--- config.mk ---
export PLATFORM = sky130hd
export DESIGN_NAME = regfile_write_arbiter
export DESIGN_NICKNAME = d
export VERILOG_FILES = /design/src/rtl/regfile_write_arbiter.sv
export SDC_FILE = /design/constraint.sdc
export NUM_CORES = 1
export LEC_CHECK = 0
export ABC_AREA = 1
export ABC_CLOCK_PERIOD_IN_PS = 6550
export CAP_MARGIN = 5
export CORE_ASPECT_RATIO = 0.75
export CORE_MARGIN = 1.5
export CORE_UTILIZATION = 25
export DETAILED_ROUTE_END_ITERATION = 12
export SLEW_MARGIN = 20
export SYNTH_ARGS = -nofsm -noshare
export SYNTH_HDL_FRONTEND = slang
export SYNTH_SLANG_ARGS = --single-unit
--- constraint.sdc ---
create_clock -name clock -period 6.55 [get_ports clock]
set_input_delay 0.9825 -clock clock [delete_from_list [all_inputs] [get_ports clock]]
set_output_delay 0.9825 -clock clock [all_outputs]
set_load 0.05 [all_outputs]
--- src/rtl/regfile_write_arbiter.sv ---
// Round-robin arbiter sharing the register bank write port among N_REQ writeback requesters.
// Build option RF_ARB_PRIO0_EN: requester 0 wins every IDLE cycle, round-robin rotates over 1..N_REQ-1.
module regfile_write_arbiter #(
   parameter int N_REQ  = 4,
   parameter int ADDR_W = 4,
   parameter int DATA_W = 32,
   localparam int IDX_W = $clog2(N_REQ)
) (
   input  logic                      clock,
   input  logic                      reset,
   input  logic [N_REQ-1:0]          req_valid,
   input  logic [N_REQ-1:0]          req_last,
   input  logic [N_REQ*ADDR_W-1:0]   req_addr,
   input  logic [N_REQ*DATA_W-1:0]   req_data,
   output logic [N_REQ-1:0]          req_ready,
   output logic                      wr_en,
   output logic [ADDR_W-1:0]         wr_addr,
   output logic [DATA_W-1:0]         wr_data,
   output logic [IDX_W-1:0]          grant_id,
   output logic                      locked
);

   localparam logic IDLE   = 1'b0;
   localparam logic LOCKED = 1'b1;

   logic              state;
   logic [IDX_W-1:0]  rr_ptr;
   logic [IDX_W-1:0]  cand;
   logic [IDX_W-1:0]  winner;
   logic              found;
   logic [IDX_W-1:0]  rr_next;
   logic [IDX_W-1:0]  acc_idx;
   logic              accept;
   logic              acc_last;
   logic [ADDR_W-1:0] acc_addr;
   logic [DATA_W-1:0] acc_data;

   assign locked = (state == LOCKED);

   // Search starts at rr_ptr; the first valid requester found wins.
   always_comb begin
      // NOTE: every variable gets a default first so no path leaves it unassigned (no latch).
      found  = 1'b0;
      winner = '0;
      cand   = '0;
`ifdef RF_ARB_PRIO0_EN
      if (req_valid[0]) begin
         found  = 1'b1;
         winner = '0;
      end
      for (int k = 0; k < N_REQ; k++) begin
         cand = IDX_W'((int'(rr_ptr) + k) % N_REQ);
         if (!found && cand != '0 && req_valid[cand]) begin
            found  = 1'b1;
            winner = cand;
         end
      end
`else
      for (int k = 0; k < N_REQ; k++) begin
         cand = IDX_W'((int'(rr_ptr) + k) % N_REQ);
         if (!found && req_valid[cand]) begin
            found  = 1'b1;
            winner = cand;
         end
      end
`endif
   end

   always_comb begin
      rr_next = rr_ptr;
`ifdef RF_ARB_PRIO0_EN
      if (winner == IDX_W'(N_REQ - 1))
         rr_next = IDX_W'(1);
      else if (winner != '0)
         rr_next = winner + IDX_W'(1);
`else
      if (winner == IDX_W'(N_REQ - 1))
         rr_next = '0;
      else
         rr_next = winner + IDX_W'(1);
`endif
   end

   always_comb begin
      req_ready = '0;
      if (!reset) begin
         if (state == LOCKED)
            req_ready[grant_id] = 1'b1;
         else if (found)
            req_ready[winner] = 1'b1;
      end
   end

   assign acc_idx  = (state == LOCKED) ? grant_id : winner;
   assign accept   = (|req_ready) && req_valid[acc_idx];
   assign acc_last = req_last[acc_idx];
   assign acc_addr = req_addr[int'(acc_idx)*ADDR_W +: ADDR_W];
   assign acc_data = req_data[int'(acc_idx)*DATA_W +: DATA_W];

   // Address 0 is the hardwired zero register: accepted but never written.
   always_ff @(posedge clock) begin
      // NOTE: state updates use non-blocking assignments so every register samples pre-edge values.
      if (reset) begin
         state    <= IDLE;
         rr_ptr   <= '0;
         grant_id <= '0;
         wr_en    <= 1'b0;
         wr_addr  <= '0;
         wr_data  <= '0;
      end else begin
         wr_en <= accept && (acc_addr != '0);
         if (accept && (acc_addr != '0)) begin
            wr_addr <= acc_addr;
            wr_data <= acc_data;
         end
         if (accept) begin
            if (state == IDLE) begin
               grant_id <= winner;
               rr_ptr   <= rr_next;
               state    <= acc_last ? IDLE : LOCKED;
            end else if (acc_last) begin
               state <= IDLE;
            end
         end
      end
   end

endmodule

==> flow_summary.toml, run 1 <==
[floorplan]
die_w_um = 140.3
dieArea_mm2 = 0.01486
die_height_um = 105.9
coreArea_mm2 = 0.01375
initial_utilization_pct = 25.69
io_pins = 198
fp-row-count = 37

[global_routing]
grt_pass1_wl_um = 19800
track_usage_pct = 16.59
grt_antenna_before_repair = 0
grt_max_degree = 50
grt_pass1_vias = 3827
gr-total-overflow = 0

[timing]
worstMarginPinSlew_ns = 0.7989
rsz0062_at_grt = "false"
finalHoldViolCount = 0
fmax_mhz = 219.8
drv_slew = 0
fin_skew_ns = 0.005852
final.setup.tns_ns = 0
fin_ws_ns = 2.001
fin_crit_ns = 4.549
period_share_pct = 69.45
setup_viol = 0
slew_headroom_pct = 46.66

[route]
highest_layer = "met4"
met3_length_um = 1061
wl_met2_um = 5285
wirelength_um = 12700
vias = 4200
dr.pass1.iters = 5
via_per_inst = 4.521
m1WireLength_um = 6300
postRouteAntennaNets = 0
drt-initial-drc-count = 158
drc = 0
wire_per_inst_um = 13.67

[worst_setup_path]
cp_slowest_stage_delay_ns = 0.80
crit_path_end_kind = "output port"
crit_chain = "clkdlybuf4s50_1 -> inv_1 -> nand2_2 -> nand3_1 -> nand2_2 -> nor2_4 -> nand3_1 -> nand3_1 -> nand2_2 -> inv_1 -> ha_1 -> nand2_1 -> nand2_1 -> nand4_1 -> inv_1 -> clkdlybuf4s50_1"
worst-path-max-fanout = 5
critPathBufInv = 5
rrSetupSlack_ns = 2.69
cp-startpoint = "req_valid[3]"
critical_path_class = "in -> out"
worst-path-stages = 16
crit-reg2reg-launch = "rr_ptr[0]"
cp_slowest_cell = "clkdlybuf4s50_1"
required_ns = 5.57
arrival_ns = 3.57
r2r_cells = 20
reg2reg_to = "wr_data[2]"
path_delay_family = "buffers and inverters"
worst_setup_path_start_kind = "primary input"

[final_layout]
final_common_cell = "clkdlybuf4s50_1"
fin_nets = 912
antenna_cells = 0
synthToLayoutAreaGrowth_pct = 60.36
drive_gt1_share_pct = 8.753
mostFrequentLayoutCells = "clkdlybuf4s50_1, nor2_1, nand2_1, o21ai_0, o21ai_1"

[logic_synthesis]
synth_top_cell_by_area = "dfxtp_1"
synth_cell_type_count = 28
synth_area_leaders = "dfxtp_1, nor2_1, nand2_1"
avgSynthCellArea_um2 = 6.038
synth_fp_nets = 743
syn-cell-area_mm2 = 0.003532
ys_seq_elements = 42
synth_top_area_share_pct = 23.80
ys_warn_count = 0
yosysSeqAreaShare_pct = 23.80
syn-instance-count = 585

[hold_path]
holdPathEnd = "wr_addr[2]"
hold_path_depth = 2
hold_class = "reg -> reg"
hp-start = "wr_addr[2]"

[clock_tree]
ctsResizeCount = 0
cts.sinks = 42
clk_latency_ns = 0.28
cts_tree = "built"
cts_buffers = 5
htreeDepth = 2
post_cts_buffers = 0
ctsHoldBuffers = 0
cts.clk_slew.worst_paths_ns = 0.06
clockRootBuffer = "clkbuf_16"
max-clock-path-buffers = 2

[place]
gp_routability_congestion = 0.8408
port_buffers = 197
place_hpwl_um = 9376
pre_cts_ws_ns = 1.987

[job]
maxCapViolCount = 0

[status]
status = "finished clean"
[through the flow]
step | cell area (µm²) | instances | hold WS [ns] | util, %
2_1_floorplan | 3532 | 585 | 0.5006 | -
3_3_place_gp | 5495 | 922 | 0.4700 | 39.97
3_5_place_dp | 5495 | 922 | 0.4564 | 39.97
4_1_cts | 5664 | 929 | 0.4684 | 41.20
5_1_grt | 5664 | 929 | 0.4809 | 41.20
6_report | 5664 | 929 | 0.4642 | 41.20
[logic make-up after synthesis]
group	count (synthesis)	synth area share [%]
flops	42	23.80
fa+ha+maj	4	1.417
buf+inv	73	11.09
simple gates	354	47.64
compound gates	112	16.05
[how the worst max path moves through the flow]
stage,to
finish,req_ready[3]
floorplan,req_ready[0]
detailed placement,wr_data[2]
global route,req_ready[3]
global placement,wr_data[2]
CTS,req_ready[3]
[area by class of cell]
type | count | area [µm²]
fill | 1503 | 8085
multi-input combinational | 470 | 2302
timing repair buffer | 200 | 1994
sequential | 42 | 840.8
tap | 175 | 219.0
clock buffer | 6 | 138.9
inverter | 35 | 138.9
clock inverter | 1 | 30.03
[per-layer routing]
| metal | global-route usage [%] | up-vias |
|---|---|---|
| met3 | 5.000 | 4 |
| met1 | 22.84 | 1831 |
| li1 | - | 2212 |
| met5 | 0 | - |
| met4 | 2.331 | 0 |
| met2 | 26.06 | 153 |
[worst register-to-register path, delay by kind of cell (launching register included)]
family	cells	cell delay [ns]
buf+inv	4	1.39
simple gates	16	1.79
flops	1	0.61
[sequential cells by signal (all words and copies together), names as in the netlist]
name	cells
locked	1
rr_ptr	2
grant_id	2
wr_en	1
wr_addr	4
wr_data	32
[Yosys cell counts]
cell type and n:
nor2_1 136, nand2_1 106, o21ai_0 53, o21ai_1 48
dfxtp_1 42, nand3b_1 37, inv_1 29, nor2_2 29
nand3_1 25, buf_2 16, clkbuf_1 10, nand2_2 10
a21oi_1 9, buf_6 6, ha_1 4, inv_2 4
buf_4 3, buf_8 3, nand2_4 3, nor2_4 3
nand4_1 2, a21oi_2 1, clkinv_1 1, inv_8 1
nand2_8 1, nand3_2 1, nand3_4 1, o21a_1 1
Power of run 1 is not shown: default switching activity piles up to over one toggle a cycle in this logic, so the estimate is an artifact.
==> run 2: changes to the inputs <==
--- a/config.mk
+++ b/config.mk
@@ -6,7 +6,7 @@
 export NUM_CORES = 1
 export LEC_CHECK = 0
 export ABC_AREA = 1
-export ABC_CLOCK_PERIOD_IN_PS = 6550
+export ABC_CLOCK_PERIOD_IN_PS = 4300
 export CAP_MARGIN = 5
 export CORE_ASPECT_RATIO = 0.75
 export CORE_MARGIN = 1.5
==> constraint.sdc (replaced) <==
create_clock -name clock -period 4.3 [get_ports clock]
set_input_delay 0.645 -clock clock [delete_from_list [all_inputs] [get_ports clock]]
set_output_delay 0.645 -clock clock [all_outputs]
set_load 0.05 [all_outputs]
==> flow_summary.toml, run 2 (synthesis results as in run 1) <==
[place]
place_hpwl_um = 9451
port_buffers = 197
placed_cells = 926
gp_routability_congestion = 0.8437

[timing]
final.setup.tns_ns = 0
finalHoldViolCount = 0
drv_slew = 0
fmax_mhz = 257.9
setup_viol = 0
slew_headroom_pct = 63.24
worstMarginPinSlew_ns = 0.5497
fin_crit_ns = 3.878
rsz0062_at_grt = "false"
period_share_pct = 90.18
fin_skew_ns = 0.006301

[worst_setup_path]
r2r_cells = 19
worst-path-stages = 16
critPathBufInv = 5
required_ns = 3.65
worst-path-max-fanout = 5
cp_slowest_stage_delay_ns = 0.79
crit_path_end_kind = "output port"
arrival_ns = 3.23
worst_setup_path_start_kind = "primary input"
path_delay_family = "buffers and inverters"
critical_path_class = "in -> out"
cp_slowest_cell = "clkdlybuf4s50_1"
crit_chain = "clkdlybuf4s50_1 -> inv_1 -> nand2_2 -> nand3_1 -> nand2_2 -> nor2_4 -> nand3_1 -> nand3_1 -> nand2_2 -> inv_1 -> ha_1 -> nand2_1 -> nand2_1 -> nand4_1 -> inv_1 -> clkdlybuf4s50_1"

[floorplan]
die_height_um = 105.9
initial_utilization_pct = 25.69
fp-row-count = 37
coreArea_mm2 = 0.01375
die_w_um = 140.3
dieArea_mm2 = 0.01486
io_pins = 198

[final_layout]
top_regs = "wr_data (32), wr_addr (4)"
final_util_pct = 41.64
antenna_cells = 0
largest_reg_flops = 32
largest_register = "wr_data"
fin_nets = 916
multiInputGateArea_mm2 = 0.002302
n_fill_cell = 1426
seq_area_um2 = 840.8
synthToLayoutAreaGrowth_pct = 62.10
drive_gt1_share_pct = 9.091
mostFrequentLayoutCells = "clkdlybuf4s50_1, nor2_1, nand2_1, o21ai_0, o21ai_1"
final_common_cell = "clkdlybuf4s50_1"
instances_no_fill = 934

[clock_tree]
ctsHoldBuffers = 0
post_cts_buffers = 0
clockRootBuffer = "clkbuf_16"
ctsResizeCount = 0
cts.clk_slew.worst_paths_ns = 0.06
cts.sinks = 42
max-clock-path-buffers = 2
cts_buffers = 5
htreeDepth = 2
cts_tree = "built"
clk_latency_ns = 0.28

[global_routing]
grt_max_degree = 53
gr-total-overflow = 0
track_usage_pct = 16.68
grt_antenna_before_repair = 0
grt_pass1_wl_um = 19850
grt_pass1_vias = 3804

[route]
wire_per_inst_um = 13.54
dr.pass1.iters = 6
drc = 0
drt-initial-drc-count = 197
wirelength_um = 12650
postRouteAntennaNets = 0
vias = 4256
via_per_inst = 4.557

[hold_path]
hold_class = "reg -> reg"
hold_path_depth = 2

[status]
status = "finished clean"

[job]
maxCapViolCount = 0
run 2: cell count changes in the layout (fill, tap and decap cells not counted):
cell      previous run  this run
buf_4                3         4
buf_12               0         3
clkbuf_1             0         2
clkbuf_8             1         0
run 2: path summary, 6_finish.rpt:
path,slack [ns],from,endpoint
max,0.42,req_valid[3],req_ready[3]
min,0.47,wr_addr[1],wr_addr[1]
max reg2reg,1.09,rr_ptr[0],wr_data[12]
min reg2reg,0.47,wr_addr[1],wr_addr[1]
run 2: worst min-delay path: stages (launching register included):
cell and delay (ns):
dfxtp_1 0.31, nand2_1 0.06, a21oi_1 0.05
run 2: metrics by stage:
step | hold WS [ns] | worst slack, ns | instance area [µm²]
final | 0.4690 | 0.4221 | 5725
after global routing | 0.5028 | 0.2380 | 5725
after CTS | 0.4736 | 0.4220 | 5725
after detailed placement | 0.4590 | 0.4305 | 5563
after global placement | 0.4618 | 0.4220 | 5563
after floorplan | 0.5006 | 1.100 | 3532
run 2: metal layers:
layer | track usage, % | wire length, µm | vias up
li1 | - | - | 2228
met1 | 23.18 | 6104 | 1858
met2 | 25.39 | 5132 | 163
met3 | 5.405 | 1333 | 7
met4 | 2.857 | 79 | 0
met5 | 0 | 0 | -
run 2: final cells by class:
type                            instances  area share [%]
Timing Repair Buffer                  204           36.01
Tap cell                              175           3.824
Sequential cell                        42           14.69
Multi-Input combinational cell        470           40.21
Clock buffer                            7           2.316
Inverter                               35           2.426
Clock inverter                          1          0.5245
Power of run 2 is left out for the same reason.
==> run 3: changes to the inputs <==
==> constraint.sdc (replaced) <==
create_clock -name clock -period 4.3 [get_ports clock]
set_input_delay 0.645 -clock clock [delete_from_list [all_inputs] [get_ports clock]]
set_output_delay 0.645 -clock clock [all_outputs]
set_load 0.005 [all_outputs]
==> flow_summary.toml, run 3 (synthesis results as in run 1) <==
[final_layout]
largest_register = "wr_data"
largest_reg_flops = 32
n_fill_cell = 1442
mostFrequentLayoutCells = "clkdlybuf4s50_1, nor2_1, nand2_1, o21ai_0, o21ai_1"
fin_nets = 915
drive_gt1_share_pct = 9.235
top_regs = "wr_data (32), wr_addr (4)"
antenna_cells = 0
final_common_cell = "clkdlybuf4s50_1"
synthToLayoutAreaGrowth_pct = 61.57

[global_routing]
grt_antenna_before_repair = 0
gr-total-overflow = 0
track_usage_pct = 16.64
grt_max_degree = 68
grt_pass1_wl_um = 19780
grt_pass1_vias = 3885

[floorplan]
coreArea_mm2 = 0.01375
io_pins = 198
die_w_um = 140.3
die_height_um = 105.9
dieArea_mm2 = 0.01486
fp-row-count = 37
initial_utilization_pct = 25.69

[worst_setup_path]
rrSetupSlack_ns = 1.02
worst-path-max-fanout = 5
reg2reg_to = "wr_data[0]"
r2r_cells = 20
crit_path_end_kind = "output port"
critical_path_class = "in -> out"
required_ns = 3.65
arrival_ns = 2.90
worst_setup_path_start_kind = "primary input"
crit-reg2reg-launch = "rr_ptr[0]"

[job]
maxCapViolCount = 0

[clock_tree]
clk_latency_ns = 0.28
htreeDepth = 2
cts.clk_slew.worst_paths_ns = 0.06
clockRootBuffer = "clkbuf_16"
post_cts_buffers = 0
cts.sinks = 42
ctsHoldBuffers = 0
max-clock-path-buffers = 2
cts_tree = "built"
cts_buffers = 5
ctsResizeCount = 0

[pwr]
switching_share_pct = 54.68
p_clk_share_pct = 7.1
p_leak_nw = 2.356
power_mw = 5.509
pwr-share-comb_pct = 81.3
peakVddDrop_mv = 0.4346
p_int_mw = 2.496
p_per_area_mw_per_mm2 = 965.3
seq_power_share_pct = 11.6
p_switching_mw = 3.012

[place]
place_hpwl_um = 9177
gp_routability_congestion = 0.8188
port_buffers = 197

[route]
drt-initial-drc-count = 182
vias = 4227
wire_per_inst_um = 13.59
postRouteAntennaNets = 0
via_per_inst = 4.531
wirelength_um = 12680
drc = 0
dr.pass1.iters = 4

[timing]
period_share_pct = 82.34
worstMarginPinSlew_ns = 0.4908
fin_skew_ns = 0.005526
final.setup.tns_ns = 0
fmax_mhz = 282.4
slew_headroom_pct = 67.23
fin_crit_ns = 3.541
setup_viol = 0
rsz0062_at_grt = "false"
finalHoldViolCount = 0
drv_slew = 0

[hold_path]
holdPathEnd = "wr_addr[2]"
hp-start = "wr_addr[2]"
hold_path_depth = 2
hold_class = "reg -> reg"

[status]
status = "finished clean"
run 3: changes by cell type in the layout (fill, tap and decap cells not counted):
cell and delta:
clkbuf_8 +1, buf_4 -1, clkinv_2 +1, bufinv_16 -1, clkbuf_1 -2, clkinvlp_4 +1
run 3: critical path, cell delays in order:
cell	delay (ns)
clkdlybuf4s50_1	0.42
inv_1	0.13
nand2_2	0.07
nand3_1	0.14
nand2_2	0.09
nor2_4	0.14
nand3_1	0.08
nand3_1	0.09
nand2_2	0.10
inv_1	0.09
ha_1	0.14
nand2_1	0.05
nand2_1	0.06
nand4_1	0.11
inv_1	0.08
clkdlybuf4s50_1	0.49
run 3: how the worst max path moves through the flow:
stage,cells past startpoint,slack [ns],end,start
global route,16,0.54,req_ready[3],rr_ptr[0]
detailed placement,20,0.66,wr_data[0],req_valid[3]
global placement,21,0.73,wr_data[2],req_valid[3]
finish,16,0.76,req_ready[3],req_valid[3]
floorplan,20,1.77,wr_data[10],req_valid[3]
CTS,16,0.75,req_ready[3],req_valid[3]
run 3: power by group through the flow:
stage / clock network, mW / logic, mW / registers (mW)
2_1_floorplan: 0 / 3.50 / 0.629
3_3_place_gp: 0 / 4.55 / 0.645
3_5_place_dp: 0 / 4.54 / 0.642
4_1_cts: 0.413 / 4.57 / 0.637
5_1_grt: 0.426 / 5.11 / 0.652
6_report: 0.392 / 4.48 / 0.636
run 3: cell type report:
class	count	area (µm²)	share of cell area, %
inverter	35	138.9	2.434
timing repair buffer	203	2054	36.00
clock buffer	6	138.9	2.434
tap	175	219.0	3.837
multi-input combinational	470	2302	40.34
clock inverter	2	12.51	0.2193
sequential	42	840.8	14.73
run 3: per-layer routing:
layer	GRT usage, %	share of wire, %
met1	22.87	49
met2	25.50	40
met3	5.090	9.8
met4	3.684	1.1
met5	0	0
run 3: through the flow:
step / cells / util, % / hold slack [ns] / cell area (µm²) / setup WS, ns
after global placement: 925 / 40.40 / 0.4625 / 5555 / 0.7265
after CTS: 933 / 41.51 / 0.4745 / 5707 / 0.7454
final: 933 / 41.51 / 0.4724 / 5707 / 0.7592
after global routing: 933 / 41.51 / 0.4933 / 5707 / 0.5430
after detailed placement: 925 / 40.40 / 0.4643 / 5555 / 0.6606
after floorplan: 585 / - / 0.4559 / 3532 / 1.767
Power figures use the tool's default switching activity.
